[src/rtl/fetch_pkg.sv]
// rtl/fetch_pkg.sv - shared types and constants for the instruction prefetch buffer
// Purpose: default reset PC, the queued entry layout and the in-flight request limit.
// Ports: none (package).
package fetch_pkg;

  localparam logic [31:0] RESET_PC_DEFAULT = 32'h0000_0000;
  localparam int MAX_OUTSTANDING = 2;

  typedef struct packed {
    logic [31:0] pc;
    logic [31:0] instr;
  } fetch_entry_t;

endpackage

[src/rtl/prefetch_fifo.sv]
// rtl/prefetch_fifo.sv - DEPTH-entry queue of {pc, instr} for the prefetch buffer
// Purpose: in-order storage with push/pop/flush; push and pop together keep occupancy.
// Ports: clk, rst (async active-low), push/pushData, pop, flush,
//        headData (oldest entry), full, empty, count (occupancy 0..DEPTH).
module prefetch_fifo
  import fetch_pkg::*;
#(
  parameter int DEPTH = 4
) (
  input  logic                     clk,
  input  logic                     rst,
  input  logic                     push,
  input  fetch_entry_t             pushData,
  input  logic                     pop,
  input  logic                     flush,
  output fetch_entry_t             headData,
  output logic                     full,
  output logic                     empty,
  output logic [$clog2(DEPTH):0]   count
);

  localparam int AW = $clog2(DEPTH);

  fetch_entry_t   store [DEPTH];
  logic [AW-1:0]  rdPtr;
  logic [AW-1:0]  wrPtr;
  logic           doPush;
  logic           doPop;

  assign full     = (count == (AW+1)'(DEPTH));
  assign empty    = (count == '0);
  assign headData = store[rdPtr];

  // A push into a full queue is accepted only when the head leaves in the same cycle.
  assign doPush = push && !flush && (!full || pop);
  assign doPop  = pop && !flush && !empty;

  always_ff @(posedge clk or negedge rst) begin
    if (!rst) begin
      rdPtr <= '0;
      wrPtr <= '0;
      count <= '0;
    end else if (flush) begin
      rdPtr <= '0;
      wrPtr <= '0;
      count <= '0;
    end else begin
      if (doPush) wrPtr <= wrPtr + 1'b1;
      if (doPop)  rdPtr <= rdPtr + 1'b1;
      if (doPush && !doPop)      count <= count + 1'b1;
      else if (!doPush && doPop) count <= count - 1'b1;
    end
  end

  always_ff @(posedge clk) begin
    if (doPush) store[wrPtr] <= pushData;
  end

  overflowCheck: assert property (@(posedge clk) disable iff (!rst)
                                  !(push && full && !pop && !flush))
    else $error("prefetch_fifo push into full queue");

endmodule

[src/rtl/instr_prefetch_buffer.sv]
// rtl/instr_prefetch_buffer.sv - instruction prefetch buffer between imem and IF/ID
// Purpose: issues sequential word fetches under a credit limit, queues returning
//          words with their PC, and squashes in-flight fetches on a redirect.
//          Optional macro FETCH_BYPASS_EN: a response arriving at an empty queue
//          is presented combinationally in the same cycle.
// Ports: clk, rst (async active-low), redirect_valid/redirect_pc (branch target),
//        mem_req/mem_addr/mem_gnt/mem_rvalid/mem_rdata (imem port),
//        instr_valid/instr/instr_pc/instr_ready (to IF/ID, ready = ~stallD).
module instr_prefetch_buffer
  import fetch_pkg::*;
#(
  parameter int          DEPTH    = 4,
  parameter logic [31:0] RESET_PC = RESET_PC_DEFAULT
) (
  input  logic        clk,
  input  logic        rst,
  input  logic        redirect_valid,
  input  logic [31:0] redirect_pc,
  output logic        mem_req,
  output logic [31:0] mem_addr,
  input  logic        mem_gnt,
  input  logic        mem_rvalid,
  input  logic [31:0] mem_rdata,
  output logic        instr_valid,
  output logic [31:0] instr,
  output logic [31:0] instr_pc,
  input  logic        instr_ready
);

  localparam int AW = $clog2(DEPTH);

  logic [31:0]  fetchPc;
  logic [31:0]  respPc;
  logic [1:0]   outstanding;
  logic [1:0]   dropCnt;
  logic [1:0]   outNext;
  logic [1:0]   dropNext;
  logic [AW:0]  fifoCount;
  logic         fifoFull;
  logic         fifoEmpty;
  fetch_entry_t headData;
  fetch_entry_t pushData;
  logic         creditOk;
  logic         fire;
  logic         dropping;
  logic         accept;
  logic         headShown;
  logic         bypassHit;
  logic         fifoPush;
  logic         fifoPop;

  // Queue slots already filled plus words still in flight must fit the queue.
  assign creditOk = (32'(fifoCount) + 32'(outstanding)) < 32'(DEPTH);
  assign mem_req  = rst && creditOk && (outstanding < 2'(MAX_OUTSTANDING)) && !redirect_valid;
  assign mem_addr = fetchPc;
  assign fire     = mem_req && mem_gnt;

  // A word returning alongside a redirect is stale and is neither queued nor counted.
  assign dropping = mem_rvalid && (dropCnt != 2'd0);
  assign accept   = mem_rvalid && !dropping && !redirect_valid;
  assign pushData = '{pc: respPc, instr: mem_rdata};

  assign headShown = !fifoEmpty && !redirect_valid;

`ifdef FETCH_BYPASS_EN
  assign bypassHit   = rst && accept && fifoEmpty;
  assign instr_valid = headShown || bypassHit;
  assign instr       = headShown ? headData.instr : (bypassHit ? mem_rdata : 32'h0);
  assign instr_pc    = headShown ? headData.pc    : (bypassHit ? respPc    : 32'h0);
`else
  assign bypassHit   = 1'b0;
  assign instr_valid = headShown;
  assign instr       = headShown ? headData.instr : 32'h0;
  assign instr_pc    = headShown ? headData.pc    : 32'h0;
`endif

  // A bypassed word consumed in its arrival cycle never enters the queue.
  assign fifoPush = accept && !(bypassHit && instr_ready);
  assign fifoPop  = headShown && instr_ready;

  always_comb begin
    outNext = outstanding;
    if (fire) outNext = outNext + 2'd1;
    if (mem_rvalid && (outNext != 2'd0)) outNext = outNext - 2'd1;
    dropNext = dropCnt;
    if (dropping) dropNext = dropNext - 2'd1;
    // Everything still in flight after this cycle belongs to the old stream;
    // outstanding never exceeds two, so accumulated drops cannot either.
    if (redirect_valid) dropNext = outNext;
  end

  always_ff @(posedge clk or negedge rst) begin
    if (!rst) begin
      fetchPc     <= RESET_PC;
      respPc      <= RESET_PC;
      outstanding <= 2'd0;
      dropCnt     <= 2'd0;
    end else begin
      outstanding <= outNext;
      dropCnt     <= dropNext;
      if (redirect_valid) begin
        fetchPc <= redirect_pc;
        respPc  <= redirect_pc;
      end else begin
        if (fire)   fetchPc <= fetchPc + 32'd4;
        if (accept) respPc  <= respPc + 32'd4;
      end
    end
  end

  prefetch_fifo #(.DEPTH(DEPTH)) uFifo (
    .clk      (clk),
    .rst      (rst),
    .push     (fifoPush),
    .pushData (pushData),
    .pop      (fifoPop),
    .flush    (redirect_valid),
    .headData (headData),
    .full     (fifoFull),
    .empty    (fifoEmpty),
    .count    (fifoCount)
  );

  creditCheck: assert property (@(posedge clk) disable iff (!rst)
                                !(fifoFull && fifoPush && !fifoPop))
    else $error("instr_prefetch_buffer credit violated");

endmodule

[config.mk]
export PLATFORM = sky130hd
export DESIGN_NAME = instr_prefetch_buffer
export DESIGN_NICKNAME = d
export VERILOG_FILES = /design/src/rtl/fetch_pkg.sv /design/src/rtl/prefetch_fifo.sv /design/src/rtl/instr_prefetch_buffer.sv
export SDC_FILE = /design/constraint.sdc
export NUM_CORES = 1
export LEC_CHECK = 0
export ABC_AREA = 1
export ABC_CLOCK_PERIOD_IN_PS = 5600
export CAP_MARGIN = 20
export CORE_MARGIN = 5
export CORE_UTILIZATION = 40
export CTS_CLUSTER_DIAMETER = 60
export DETAILED_ROUTE_END_ITERATION = 6
export PLACE_DENSITY = 0.66
export SLEW_MARGIN = 20
export SYNTH_ARGS = -nofsm -noshare
export SYNTH_HDL_FRONTEND = slang
export SYNTH_HIERARCHICAL = 1
export SYNTH_SLANG_ARGS = --single-unit
[constraint.sdc]
create_clock -name clk -period 5.6 [get_ports clk]
set_input_delay 1.12 -clock clk [delete_from_list [all_inputs] [get_ports clk]]
set_output_delay 1.12 -clock clk [all_outputs]
set_load 0.01 [all_outputs]
== Word level (Yosys, flattened, before mapping) ==
Memories as Yosys holds them, arrays and structs flattened.
Cells that the tools add are included.
Storage, ports and cells
  memory bits (writable): 256
  input bits: 70
  register bits: 75
  logic and storage cells: 72
  memories kept: 1
  output and inout bits: 98
Cells by class
  multiplexer cells: 19
  reductions and logical operators: 32
  order comparisons: 2
  add/sub/neg operators: 10
  equal/unequal tests: 1
Memories
  uFifo.store: depth 4, bits a word 64, rd ports 1, clocked after memory_dff 0, write ports 1, line prefetch_fifo.sv:24  | fetch_entry_t store [DEPTH];
Operators with widths (count)
  32-bit 2-to-1 mux: 6
  32-bit by 3-bit adder with 32-bit output (second input constant): 2
  1-bit logical AND: 16
  2-bit 2-to-1 mux: 8
  2-bit nonzero test: 7
  3-bit 2-to-1 mux: 3
  2-bit by 1-bit adder with 2-bit output (second input constant): 3
  1-bit zero test: 6
  3-bit by 2-bit adder with 4-bit output: 1
  4-bit by 3-bit < comparator with 1-bit output (second input constant): 1
  2-bit by 1-bit subtractor with 2-bit output (second input constant): 2
  3-bit by 1-bit adder with 3-bit output (second input constant): 1
  3-bit equality test (second input constant): 1
  3-bit zero test: 1
  3-bit nonzero test: 1
  3-bit by 1-bit subtractor with 3-bit output (second input constant): 1
  2-bit < comparator (second input constant): 1
  1-bit 2-to-1 mux: 2
  1-bit logical OR: 1

== Longest topological paths before layout ==
Gate-level depths: netlist of the first run.
  depth after elaboration: 12
  mapped depth: 20

== By module ==
Netlist of the first run, hierarchy kept.
Modules (own cells, without submodules)
  prefetch_fifo: sequential area each 7862.5 sq um, instances 1, cells each 687, area an instance 9993.3 sq um
  instr_prefetch_buffer: sequential area each 1701.6 sq um, instances 1, cells each 875, area an instance 5347.6 sq um

== Worst setup path after synthesis of the first run ==
No wires, ideal clock.
  kind: input to register
  from: in redirect_valid
  to: mem uFifo/store[0][0] (netlist bit), enable pin
  path slack: 0.238 ns
  path buffers: 2
  data arrival time: 4.876 ns
  setup time: 0.486 ns
  cell stages on the path: 9
  cells stage by stage: buf_2 -> nor2_1 -> inv_1 -> buf_2 -> nor2_1 -> inv_1 -> nand3_2 -> nand2_2 -> nor2_1
Between the ends
  cells in the longest elaborated chain, start to end: 7
  elaborated cells between the ends (all ways): 9
  classes of those cells: 2 x mux; 7 x reduce/logical
RTL lines
  start: declaration: line instr_prefetch_buffer.sv:17  | input logic redirect_valid,
  1-bit zero test: line instr_prefetch_buffer.sv:63  | assign headShown = !fifoEmpty && !redirect_valid;
  1-bit logical AND: line instr_prefetch_buffer.sv:63
  net instr_valid: line instr_prefetch_buffer.sv:24  | output logic instr_valid,
  1-bit logical AND: line instr_prefetch_buffer.sv:79  | assign fifoPop = headShown && instr_ready;
  net fifoPop: line instr_prefetch_buffer.sv:50  | logic fifoPop;
  1-bit logical OR: line prefetch_fifo.sv:35  | assign doPush = push && !flush && (!full || pop);
  1-bit logical AND: line prefetch_fifo.sv:35
  1-bit 2-to-1 mux: line prefetch_fifo.sv:56  | if (doPush) store[wrPtr] <= pushData;
  1-bit 2-to-1 mux (implied by the code): line prefetch_fifo.sv:56
  end: declaration: line prefetch_fifo.sv:24
The timed path passes the listed nets, and every way through them passes these cells.

==> impl_results.md, run 1 <==
* Worst hold path type: flop to flop
* GR Util met2 at 28.01%
* WL per Instance at 17.15 um
* H-tree depth at 2
* DRT iter0 DRCs at 857
* Worst-path clk slew at 0.05 ns
* RSZ-0062 raised after global routing: false
* Reg area at 9568 sq um
* Post-Route WL at 38,780 um
* GP Congestion at 0.9695
* Clk sinks at 331
* Buffers on Ports at 167
* Initial core utilization at 40.62%
* CTS Root Cell: clkbuf_16
* Leakage at 0.007332 uW
* Via Count at 11,450
* Grt met3 use at 3.231%
* CTS tree: done
* Core area at 37,760 sq um
* Post-place instance area at 17,480 sq um
* Seq pwr share at 43.9%
* Pint at 4902 uW
* Post-route cell area at 18,730 sq um
* Clk pwr share at 35.8%
* Maximum clock path buffer count at 3
* # IOs at 168
* Filler Cells Inserted at 3,395
* Row count at 71
* Post-route minimum period at 4.469 ns
* Crit share post-route at 79.81%
* Clk_lat worst skew at 0.53 ns
* Max Slew Vio Count at 0
* Max Cap Violations at 0
* Gr usage total at 18.02%
* Maximum VDD drop at 0.0002399 V
* Warnings from Yosys at 6
* WHS at 0.4809 ns
* Cts hold-fix bufs at 0
* Ratio of cells with drive above 1 in the final layout at 7.995%
* First-pass GRT wire length at 60,630 um
* Switch Pwr at 1994 uW
* Syn nets at 1,641
* Hold EP: mem_addr[0]$_DFFE_PN0P_
* Final setup viols at 0
* Cells after synthesis at 1,561
* Via/cell ratio at 5.062
* GRT overflow at 0
* GRT busiest layer: met2
* Reg2reg path depth at 11
* WS Path Type: flop to output port
* R2r startpoint: uFifo/count[2]$_DFFE_PN0P_
* Worst slew pin tran at 0.9041 ns
* Hold Crit Start: mem_addr[0]$_DFFE_PN0P_
* Clock Skew at 0.02869 ns
* Post_cts resized at 0
* R2R Setup Slk at 2.63 ns
* Setup tns final at 0 ns
* Synthesis-to-layout area growth at 22.13%
* CP arrival at 3.35 ns
* Largest net degree at the start of global routing at 116
* CP endpoint kind: output port
* Antenna violation net count after detailed routing at 0
* Post-DP HPWL at 25,600 um
* Vias in the first global route at 11,029
* Slew margin rel. at 39.72%
* Total power at 6896 uW
* NumNets Final at 1,802
* Diode count at 0
* Logic pwr share at 20.3%
* CTS buffer count at 37
* Initial antenna violation count at 0
* Synthesized area at 15,340 sq um
* Multi-input logic area at 4740 sq um
* GRT met1 Usage at 26.33%
* DIE WIDTH at 205.8 um
* Critical Path RT at 4.48 ns
* Hold Path Cell Cnt at 2
* Pwr dens at 368.2 nW/um^2
* CP max FO at 70
* Post-CTS Setup Inserts at 0
* Setup crit start kind: flop
* Final Hold Vio Count at 0
* Die area at 42,360 sq um
* DRT Pass-1 Iters at 5
* Synthesized area per cell at 9.824 sq um
* Peak Freq at 223.7 MHz
* Switching share of power at 28.91%
* Reg2reg end: uFifo/store[0][60]$_DFFE_PP_
* Die height at 205.8 um
* Remaining routing DRC violations at 0
* Status: completed
[power groups by stage]
stage          logic, uW  clock network, uW  registers [uW]
2_1_floorplan        853                  0            3010
5_1_grt             1570               2620            3050
3_5_place_dp        1410                  0            3070
6_report            1400               2470            3030
4_1_cts             1420               2510            3020
3_3_place_gp        1380                  0            3060
[metrics by stage]
stage | util [%] | setup slack, ns | std cells
after floorplan | - | 0.2379 | 1561
after global placement | 46.28 | 1.644 | 2194
after detailed placement | 46.29 | 1.592 | 2194
after CTS | 49.61 | 1.095 | 2262
after global routing | 49.61 | 0.9353 | 2262
final | 49.61 | 1.131 | 2262
[cells in the final DEF, fill, tap and decap left out, types with 2 or more instances in the layout]
master	instances
nor3_2	2
edfxtp_1	256
clkbuf_16	38
nand3_1	64
nor2_2	9
a21oi_1	11
inv_1	167
clkbuf_1	7
nor2_8	2
nor2_1	279
nand3_2	5
a21oi_2	3
o21ai_1	51
clkinv_1	5
nor2_4	10
nand2_2	16
xor2_1	22
bufinv_16	5
nand4_1	7
nand3b_1	2
inv_2	10
dfrtp_1	74
inv_6	2
o22ai_1	64
xnor2_1	2
nand2_1	294
o211ai_1	12
clkinv_2	8
o21ai_0	106
a31oi_1	2
buf_12	4
nor3_1	5
clkdlybuf4s50_1	165
ha_1	9
buf_4	16
o21bai_1	3
or2_2	2
[layout make-up]
type / instances / area share [%]
multi-input cells: 988 / 25.30
clock inverters: 22 / 1.403
inverters: 178 / 3.594
repair buffers: 186 / 9.913
well taps: 511 / 3.413
flip-flops and latches: 331 / 51.08
clock buffers: 46 / 5.291
[registers in the layout (all words and copies together), names as in the netlist]
| name | flops |
|---|---|
| respPc | 32 |
| uFifo/wrPtr | 2 |
| uFifo/store | 256 |
| uFifo/count | 3 |
| outstanding | 2 |
| uFifo/rdPtr | 2 |
| mem_addr | 32 |
| dropCnt | 2 |
[worst max-delay path, stage by stage, from the launching register on]
cell             delay (ns)
dfrtp_4                0.43
buf_4                  0.55
buf_4                  0.62
o21ai_0                0.18
o22ai_1                0.21
inv_1                  0.07
nor2_1                 0.17
clkdlybuf4s50_1        0.58
[worst max path at each step]
stage                                     startpoint                     endpoint  cells after the start
after floorplan                       redirect_valid  uFifo/store[0][0]$_DFFE_PP_                      9
after global placement                redirect_valid                 instr_pc[26]                      6
after detailed placement              redirect_valid                    instr[22]                      6
after CTS                 uFifo/rdPtr[0]$_DFFE_PN0P_                 instr_pc[24]                      7
after global routing      uFifo/rdPtr[0]$_DFFE_PN0P_                 instr_pc[20]                      7
final                     uFifo/rdPtr[0]$_DFFE_PN0P_                 instr_pc[24]                      7
[layer usage]
layer  wire length [um]  up-vias
met5                  0        -
met4                789        0
met3               2746       57
met2              17490      382
met1              17750     5471
li1                   -     5540
Power figures use the tool's default switching activity.
==> run 2, diff against run 1 <==
--- a/config.mk
+++ b/config.mk
@@ -6,7 +6,7 @@
 export NUM_CORES = 1
 export LEC_CHECK = 0
 export ABC_AREA = 1
-export ABC_CLOCK_PERIOD_IN_PS = 5600
+export ABC_CLOCK_PERIOD_IN_PS = 4500
 export CAP_MARGIN = 20
 export CORE_MARGIN = 5
 export CORE_UTILIZATION = 40
==> constraint.sdc (replaced) <==
create_clock -name clk -period 4.5 [get_ports clk]
set_input_delay 0.9 -clock clk [delete_from_list [all_inputs] [get_ports clk]]
set_output_delay 0.9 -clock clk [all_outputs]
set_load 0.01 [all_outputs]
==> impl_results.md, run 2 (synthesis results as in run 1) <==
* Status: completed
* First-pass GRT wire length at 59,440 um (-2.0%)
* GRT overflow at 0 (unchanged)
* CP max FO at 76 (+8.6%)
* Max Slew Vio Count at 0 (unchanged)
* Number of flip-flops in the largest register at 256 (unchanged)
* Initial core utilization at 40.62% (unchanged)
* Via/cell ratio at 4.964 (-1.9%)
* Setup crit start kind: flop
* Worst slew pin tran at 0.8449 ns (-0.05922 ns)
* Clk sinks at 331 (unchanged)
* Leakage at 0.007316 uW (-0.22%)
* CP endpoint kind: output port
* Multi-input logic area at 4740 sq um (unchanged)
* CTS buffer count at 37 (unchanged)
* Core area at 37,760 sq um (unchanged)
* Row count at 71 (unchanged)
* Worst-path clk slew at 0.06 ns (about the same)
* Final Hold Vio Count at 0 (unchanged)
* Setup tns final at 0 ns (unchanged)
* Post-Route WL at 37,540 um (-3.2%)
* Post-CTS Setup Inserts at 0 (unchanged)
* Remaining routing DRC violations at 0 (unchanged)
* CTS Root Cell: clkbuf_16
* DRT Pass-1 Iters at 5 (unchanged)
* Via Count at 11,214 (-2.1%)
* Most common cell after layout, fill and taps aside: nand2_1
* Pwr dens at 454.0 nW/um^2 (+23%)
* Critical Path RT at 3.60 ns (-0.88 ns)
* Commonest non-fill, non-tap cells in the layout: 294 x nand2_1, 279 x nor2_1, 256 x edfxtp_1
* WL per Instance at 16.62 um (-3.1%)
* WS Path Type: flop to output port
* Gr usage total at 17.65% (-0.38 points)
* Crit share post-route at 86.66%
* Final setup viols at 0 (unchanged)
* Antenna violation net count after detailed routing at 0 (unchanged)
* CTS tree: done
* Core Util, Final at 49.66% (+0.050 points)
* CP arrival at 3.00 ns (-0.35 ns)
* # IOs at 168 (unchanged)
* Worst setup path start: uFifo/rdPtr[0]$_DFFE_PN0P_
* Total power at 8512 uW (+23%)
* Buffers on Ports at 167 (unchanged)
* Initial antenna violation count at 1 (+1)
* Synthesis-to-layout area growth at 22.26% (about the same)
* R2r startpoint: uFifo/count[2]$_DFFE_PN0P_
* GP Congestion at 0.9649 (-0.47%)
* Reg area at 9568 sq um (unchanged)
* Die height at 205.8 um (unchanged)
* Worst hold path type: primary input to async pin
* Clock Skew at 0.01363 ns (-0.01506 ns)
* RSZ-0062 raised after global routing: false
* Cts hold-fix bufs at 0 (unchanged)
* Ratio of cells with drive above 1 in the final layout at 7.952% (-0.043 points)
* Diode count at 0 (unchanged)
* Largest net degree at the start of global routing at 77 (-34%)
* Post_cts resized at 0 (unchanged)
* DIE WIDTH at 205.8 um (unchanged)
* Peak Freq at 256.4 MHz
* Filler Cells Inserted at 3,418 (+0.68%)
* Vias in the first global route at 11,008 (-0.19%)
* Biggest register: uFifo/store
* DRT iter0 DRCs at 719 (-16%)
* H-tree depth at 2 (unchanged)
* Clk_lat worst skew at 0.52 ns (about the same)
* Post-DP HPWL at 24,960 um (-2.5%)
* Slew margin rel. at 43.67% (+3.9 points)
* Maximum VDD drop at 0.0002187 V (-8.9%)
* Maximum clock path buffer count at 3 (unchanged)
* NumNets Final at 1,802 (unchanged)
* Die area at 42,360 sq um (unchanged)
* Post-route minimum period at 3.900 ns
* Max Cap Violations at 0 (unchanged)
run 2: cell types whose count changed in the layout (fill, tap and decap cells not counted), sizes merged:
cell      previous run  this run
clkinv              15         8
bufinv               5         4
inv                180       182
clkinvlp             0         4
clkbuf              46        45
run 2: layout make-up:
class	count	area share, %
clock buffers	45	5.212
well taps	511	3.410
multi-input cells	988	25.28
repair buffers	186	10.17
inverters	178	3.577
clock inverters	20	1.321
flip-flops and latches	331	51.03
run 2: final timing paths:
| check | cells past startpoint | endpoint | slack [ns] |
|---|---|---|---|
| max | 7 | instr[27] | 0.60 |
| max reg2reg | 11 | uFifo/store[1][46]$_DFFE_PP_ | 1.54 |
| max in group asynchronous | 2 | uFifo/rdPtr[0]$_DFFE_PN0P_ | 3.12 |
| min | 1 | mem_addr[11]$_DFFE_PN0P_ | 0.27 |
| min reg2reg | 2 | mem_addr[0]$_DFFE_PN0P_ | 0.48 |
| min in group clk | 2 | mem_addr[0]$_DFFE_PN0P_ | 0.48 |
run 2: metrics by stage:
step	worst slack, ns	std cells	hold WS [ns]	area [sq um]
global placement	0.8747	2194	0.4633	17520
finish	0.6002	2259	0.2684	18750
detailed placement	0.7817	2194	0.4726	17520
CTS	0.5466	2259	0.2613	18750
global route	0.4081	2259	0.2760	18750
floorplan	-0.6421	1561	0.4763	15340
run 2: report_power, final:
group          internal (uW)  switching (uW)
combinational            730            1020
clock                   1800            1210
sequential              3510             249
run 2: routing by layer:
metal	track usage (%)	part of all wire, %	vias to the layer above
li1	-	-	5539
met2	28.19	45	342
met4	4.325	2.0	2
met3	3.121	6.3	56
met5	0	0.035	-
met1	25.25	46	5275
run 2: critical path, cell delays in order (launching register included):
cell             delay, ns
dfrtp_4               0.51
inv_4                 0.59
buf_12                0.32
nor2_1                0.07
o22ai_1               0.22
inv_1                 0.07
nor2_1                0.10
clkdlybuf4s50_1       0.55
